<file path="config.mk">
export PLATFORM = sky130hd
export DESIGN_NAME = piso_serializer
export DESIGN_NICKNAME = d
export VERILOG_FILES = /design/src/rtl/piso_serializer.sv
export SDC_FILE = /design/constraint.sdc
export NUM_CORES = 1
export LEC_CHECK = 0
export CORE_AREA = 2 2 39 41
export DETAILED_ROUTE_END_ITERATION = 10
export DIE_AREA = 0 0 41 43
export DONT_BUFFER_PORTS = 1
export PLACE_DENSITY = 0.67
export RECOVER_POWER = 25
export SETUP_SLACK_MARGIN = 0.2
export SKIP_CTS_REPAIR_TIMING = 1
export SYNTH_ARGS = -nofsm -noshare
export SYNTH_HDL_FRONTEND = slang
export SYNTH_SLANG_ARGS = --single-unit
</file>
<file path="constraint.sdc">
create_clock -name clk -period 1.7 [get_ports clk]
set_input_delay 0.51 -clock clk [delete_from_list [all_inputs] [get_ports clk]]
set_output_delay 0.51 -clock clk [all_outputs]
set_load 0.05 [all_outputs]
</file>
<file path="src/rtl/piso_serializer.sv">
// Parallel-in serial-out word serializer, MSB first, with back-to-back frame support.
// Define PISO_PARITY_EN to append an even-parity bit after bit 0 of every frame.
module piso_serializer #(
   parameter int unsigned WIDTH = 8
) (
   input  logic             clk,
   input  logic             rst,
   input  logic             load_valid,
   input  logic [WIDTH-1:0] load_data,
   output logic             load_ready,
   output logic             Data_out,
   output logic             bit_valid,
   output logic             frame_done
);

   localparam int unsigned CNT_W = $clog2(WIDTH);

   localparam logic [1:0] ST_IDLE   = 2'd0;
   localparam logic [1:0] ST_SHIFT  = 2'd1;
`ifdef PISO_PARITY_EN
   localparam logic [1:0] ST_PARITY = 2'd2;
`endif

   logic [1:0]       state_q, state_d;
   logic [WIDTH-1:0] shreg_q, shreg_d;
   logic [CNT_W-1:0] cnt_q,   cnt_d;
   logic             dout_q,  dout_d;
   logic             bv_q,    bv_d;
   logic             fd_q,    fd_d;
`ifdef PISO_PARITY_EN
   logic             parity_q, parity_d;
`endif

   logic last_c;
   logic accept_c;

   // cnt_q indexes the bit currently on Data_out; WIDTH-1 means bit 0 is showing
   assign last_c = (state_q == ST_SHIFT) && (cnt_q == CNT_W'(WIDTH - 1));

`ifdef PISO_PARITY_EN
   assign load_ready = !rst && ((state_q == ST_IDLE) || (state_q == ST_PARITY));
`else
   assign load_ready = !rst && ((state_q == ST_IDLE) || last_c);
`endif

   assign accept_c = load_valid && load_ready;

   // Next-state and next-output logic
   always_comb begin
      state_d  = state_q;
      shreg_d  = shreg_q;
      cnt_d    = cnt_q;
      dout_d   = 1'b0;
      bv_d     = 1'b0;
      fd_d     = 1'b0;
`ifdef PISO_PARITY_EN
      parity_d = parity_q;
`endif

      case (state_q)
         ST_IDLE: state_d = ST_IDLE;
         ST_SHIFT: begin
            if (!last_c) begin
               dout_d  = shreg_q[WIDTH-1];
               shreg_d = {shreg_q[WIDTH-2:0], 1'b0};
               cnt_d   = cnt_q + CNT_W'(1);
               bv_d    = 1'b1;
`ifndef PISO_PARITY_EN
               fd_d    = (cnt_q == CNT_W'(WIDTH - 2));
`endif
            end else begin
`ifdef PISO_PARITY_EN
               state_d = ST_PARITY;
               dout_d  = parity_q;
               bv_d    = 1'b1;
               fd_d    = 1'b1;
`else
               state_d = ST_IDLE;
`endif
            end
         end
`ifdef PISO_PARITY_EN
         ST_PARITY: state_d = ST_IDLE;
`endif
         default: state_d = ST_IDLE;
      endcase

      // Accept is only possible when the current frame is finished, so it overrides
      if (accept_c) begin
         state_d  = ST_SHIFT;
         dout_d   = load_data[WIDTH-1];
         bv_d     = 1'b1;
         fd_d     = 1'b0;
         shreg_d  = {load_data[WIDTH-2:0], 1'b0};
         cnt_d    = '0;
`ifdef PISO_PARITY_EN
         parity_d = ^load_data;
`endif
      end
   end

   always_ff @(posedge clk) begin
      if (rst) begin
         state_q  <= ST_IDLE;
         shreg_q  <= '0;
         cnt_q    <= '0;
         dout_q   <= 1'b0;
         bv_q     <= 1'b0;
         fd_q     <= 1'b0;
`ifdef PISO_PARITY_EN
         parity_q <= 1'b0;
`endif
      end else begin
         state_q  <= state_d;
         shreg_q  <= shreg_d;
         cnt_q    <= cnt_d;
         dout_q   <= dout_d;
         bv_q     <= bv_d;
         fd_q     <= fd_d;
`ifdef PISO_PARITY_EN
         parity_q <= parity_d;
`endif
      end
   end

   assign Data_out   = dout_q;
   assign bit_valid  = bv_q;
   assign frame_done = fd_q;

endmodule

</file>
* Yosys cells after proc, flatten, opt, wreduce, memory -nomap -nowiden
Index checks and enable logic that the tools add are counted.
Word-level totals: register bits after elaboration 14, output and inout bits 4, input port bits 11
Cells by class: mux-type cells 12, reduce and logical (&&, ||, !) cells 11, add/subtract/negate cells 1, bitwise logic cells 2, equality and inequality tests 4
Operators by type and width (number):
- $mux W8 | 3
- $mux W1 | 9
- $eq A3 B3 Y1 const B | 2
- $reduce_and A2 Y1 | 2
- $reduce_or A4 Y1 | 1
- $add A3 B1 Y3 const B | 1
- $logic_and A1 B1 Y1 | 3
- $ne A3 B3 Y1 const B | 1
- $logic_not A2 Y1 | 1
- $ne A2 B1 Y1 const B | 1
- $not A1 Y1 | 2
- $reduce_bool A2 Y1 | 1
- $reduce_or A2 Y1 | 1
- $logic_not A1 Y1 | 1
- $logic_or A1 B1 Y1 | 1

* Logic depth before layout (Yosys ltp)
word-level depth 7, gate-level depth with buffers 7, gate-level depth less buffers 5

* Worst setup path after synthesis
No wires, ideal clock.
path kind flip-flop to output port, start point register cnt_q[1], end point output port load_ready, cell stages (with the launch flop) 6, slack -0.280 ns, required time 1.190 ns, data arrival time 1.470 ns, path through dfxtp_1 > ha_1 > ha_1 > nor2b_4 > buf_6 > nor2_1
On the way: cells in the longest elaborated chain, start to end 4
RTL lines:
- start: declaration | line 26 | logic [CNT_W-1:0] cnt_q, cnt_d;
- start signal: assignment | line 116 | cnt_q <= cnt_d;
- $eq A3 B3 Y1 | line 38 | assign last_c = (state_q == ST_SHIFT) && (cnt_q == CNT_W'(WIDTH - 1));
- $logic_and A1 B1 Y1 | line 38
- $logic_or A1 B1 Y1 | line 43 | assign load_ready = !rst && ((state_q == ST_IDLE) || last_c);
- $logic_and A1 B1 Y1 | line 43
- end: declaration | line 10 | output logic load_ready,
Every way passes these cells.

* Worst setup path in the final report
Same ends and word-level chain as after synthesis.

==> results_dict.tcl <==
set metrics [dict create \
    status "complete, but fails checks" \
    failed_checks "setup timing" \
    vias 418 \
    met3_usage_pct 4.712 \
    synth_top_area_cell "dfxtp_1" \
    cp-end-kind "output pin" \
    antenna_found_initial 0 \
    p_per_area_nw_per_um2 985.9 \
    peakVddDrop_mv 0.4976 \
    dieWidth_microns 41 \
    clkTransAtPathRegs_ns 0.08 \
    pwr-share-comb_pct 9.3 \
    io-pin-count 15 \
    clk_path_buf_depth 2 \
    hold_path_class "in2reg" \
    layout_common_cells "dfxtp_1, nor2_1, mux2i_1, a211oi_1, nand2_1" \
    seq_power_share_pct 55.1 \
    remaining_drc_errors 0 \
    antennaDiodeCount 0 \
    fin_nets 78 \
    power_switching_share_pct 24.13 \
    switchingPower_mw 0.1616 \
    fmax_ghz 0.5747 \
    rsz0062_at_grt "true" \
    required_ns 1.19 \
    worst_path_max_delay_cell "dfxtp_4" \
    slowest_delay_ns 0.36 \
    gp_congestion 0.7152 \
    grt_pass1_vias 393 \
    setup_ws_ns -0.04001 \
    post_drt_wl_per_cell_microns 12.09 \
    grt_pass1_wl_mm 1.545 \
    num-fill-cells 151 \
    floorplan.rows 14 \
    ys_top_cells_by_area "dfxtp_1, mux2i_1, a211oi_1, buf_6, ha_1" \
    slew_headroom_pct 68.43 \
    synth_compound_area_share_pct 10.96 \
    tightest_slew_ns 0.4729 \
    synthDistinctLibCells 17 \
    cts_num_sinks 14 \
    grt_overflow 0 \
    path_buf_inv 0 \
    layout_commonest_cell "dfxtp_1" \
    path_cells "ha_4 > ha_4 > nor2b_4 > nor2_4" \
    p_clk_share_pct 35.5 \
    synthAdderAreaFrac_pct 5.976 \
    startpoint_type "flip-flop" \
    drive_gt1_share_pct 20.63 \
    initial_utilization_pct 45.39 \
    yosys_register_bits 14 \
    power_mw 0.6698 \
    dieArea_sq_um 1763 \
    internal_power_mw 0.5082 \
    yosysSeqAreaShare_pct 44.62 \
    place_hpwl_microns 654 \
    fin_cells 79 \
    synth_top_area_share_pct 44.62 \
    finalCriticalPeriod_ns 1.740 \
    synthCells 63 \
    routed_wl_microns 955 \
    dp_cells 74 \
    postSynthAreaPerCell_sq_um 9.970 \
    clk_latency_ns 0.28 \
    viasPerCell 5.291 \
    ys_warn_count 0 \
    drv_cap 0 \
    timing.hold.ws_ns 0.2796 \
    core_area_sq_um 1384 \
    numPortBuffers 0 \
    critPathMaxFanout 5 \
    muxShareOfSynthArea_pct 11.16 \
    synthSimpleGateAreaFrac_pct 18.33 \
    critPathKind "reg2out" \
    drtPass1Iterations 2 \
    cts_buffers 3 \
    arrival_ns 1.23 \
    finalClockSkew_ns 0.004135 \
    grt_max_degree 17 \
    h-tree-depth 1 \
    drt_iter0_drc 4 \
    cp_top_family "flip-flops" \
    clock-root-buffer "clkbuf_4" \
    hold_viol_final 0 \
    fin_setup_tns_ns -0.04001 \
    synth_top_family_by_area "simple AND/OR/NAND/NOR gates" \
    cts_tree "yes" \
    grtUsageTotal_pct 13.43 \
    die_h_microns 43 \
    finalMaxSlewViolations 0 \
    met2_usage_pct 17.81 \
    setup_viol 1 \
    top_usage_layer "met2" \
    ant_nets 0 \
    p_leak_nw 0.2654 \
    netlist_area_sq_um 628.1 \
    synth_fp_nets 77 \
    synth-xor-area-share_pct 0 \
    crit_top_cell "ha_4" \
    area_delta_synth_final_pct 8.167 \
    period_share_pct 102.4 \
    met1_usage_pct 17.05 \
]
## power groups by stage
stage | Combinational [mW] | Clock (mW) | Sequential [mW]
2_1_floorplan | 0.0747 | 0 | 0.376
3_3_place_gp | 0.0596 | 0 | 0.378
3_5_place_dp | 0.0606 | 0 | 0.378
4_1_cts | 0.0611 | 0.247 | 0.370
5_1_grt | 0.0700 | 0.261 | 0.372
6_report | 0.0626 | 0.238 | 0.369
## cells by family (layout without fill, tap and decap cells)
family / Yosys count / count (layout)
flops: 14 / 14
simple gates: 23 / 23
mux: 7 / 7
fa+ha+maj: 3 / 3
compound gates: 10 / 10
buf+inv: 6 / 6
## final cells by class
cell class / instances / area (sq um) / share of cell area, %
inverter: 1 / 3.754 / 0.5525
sequential: 14 / 285.3 / 41.99
tap: 16 / 20.02 / 2.947
timing repair buffer: 1 / 7.507 / 1.105
clock buffer: 4 / 36.28 / 5.341
multi-input combinational: 43 / 326.6 / 48.07
## Yosys cell counts
library cell and n:
inv_1 1, or3_1 1, buf_4 1, a21oi_2 1, a211oi_1 6, buf_6 4, nand3_1 1, ha_1 3
nand3b_1 2, a21oi_1 3, nand2_1 4, nand2b_1 2, nor3_1 2, nor2b_4 1, mux2i_1 7, dfxtp_1 14
nor2_1 10
## flip-flops by register name (all words and copies together), names as in the netlist
register	count
cnt_q	3
bit_valid	1
frame_done	1
shreg_q	7
Data_out	1
state_q	1
## metal layers
metal  vias to the layer above  part of all wire (%)
met2                        14                    42
met1                       182                    49
met4                         0                   3.5
met5                         -                     0
li1                        217                     -
met3                         5                   5.7
## worst reg2reg max path: cells and delay by family (launching register included)
family,cells,cell delay (ns)
and+or+nand+nor,2,0.47
DFF,1,0.36
adders and majority gates,2,0.32
AOI/OAI and AO/OA,1,0.06
## metrics by stage
step	instance area [sq um]	setup WS, ns	utilization, %
2_1_floorplan	663.1	0.1528	-
3_3_place_gp	630.6	0.2273	45.57
3_5_place_dp	630.6	0.2183	45.57
4_1_cts	666.9	-0.09642	48.19
5_1_grt	679.4	-0.08314	49.10
6_report	679.4	-0.04001	49.10
## worst paths after layout
kind               from    endpoint  slack, ns  cells past startpoint
max            cnt_q[1]  load_ready      -0.04                      4
max reg2reg    cnt_q[1]  shreg_q[5]       0.38                      5
min reg2reg  shreg_q[7]    Data_out       0.46                      2
min                 rst    cnt_q[0]       0.28                      1
No activity file was read; power rests on OpenSTA's default activity.
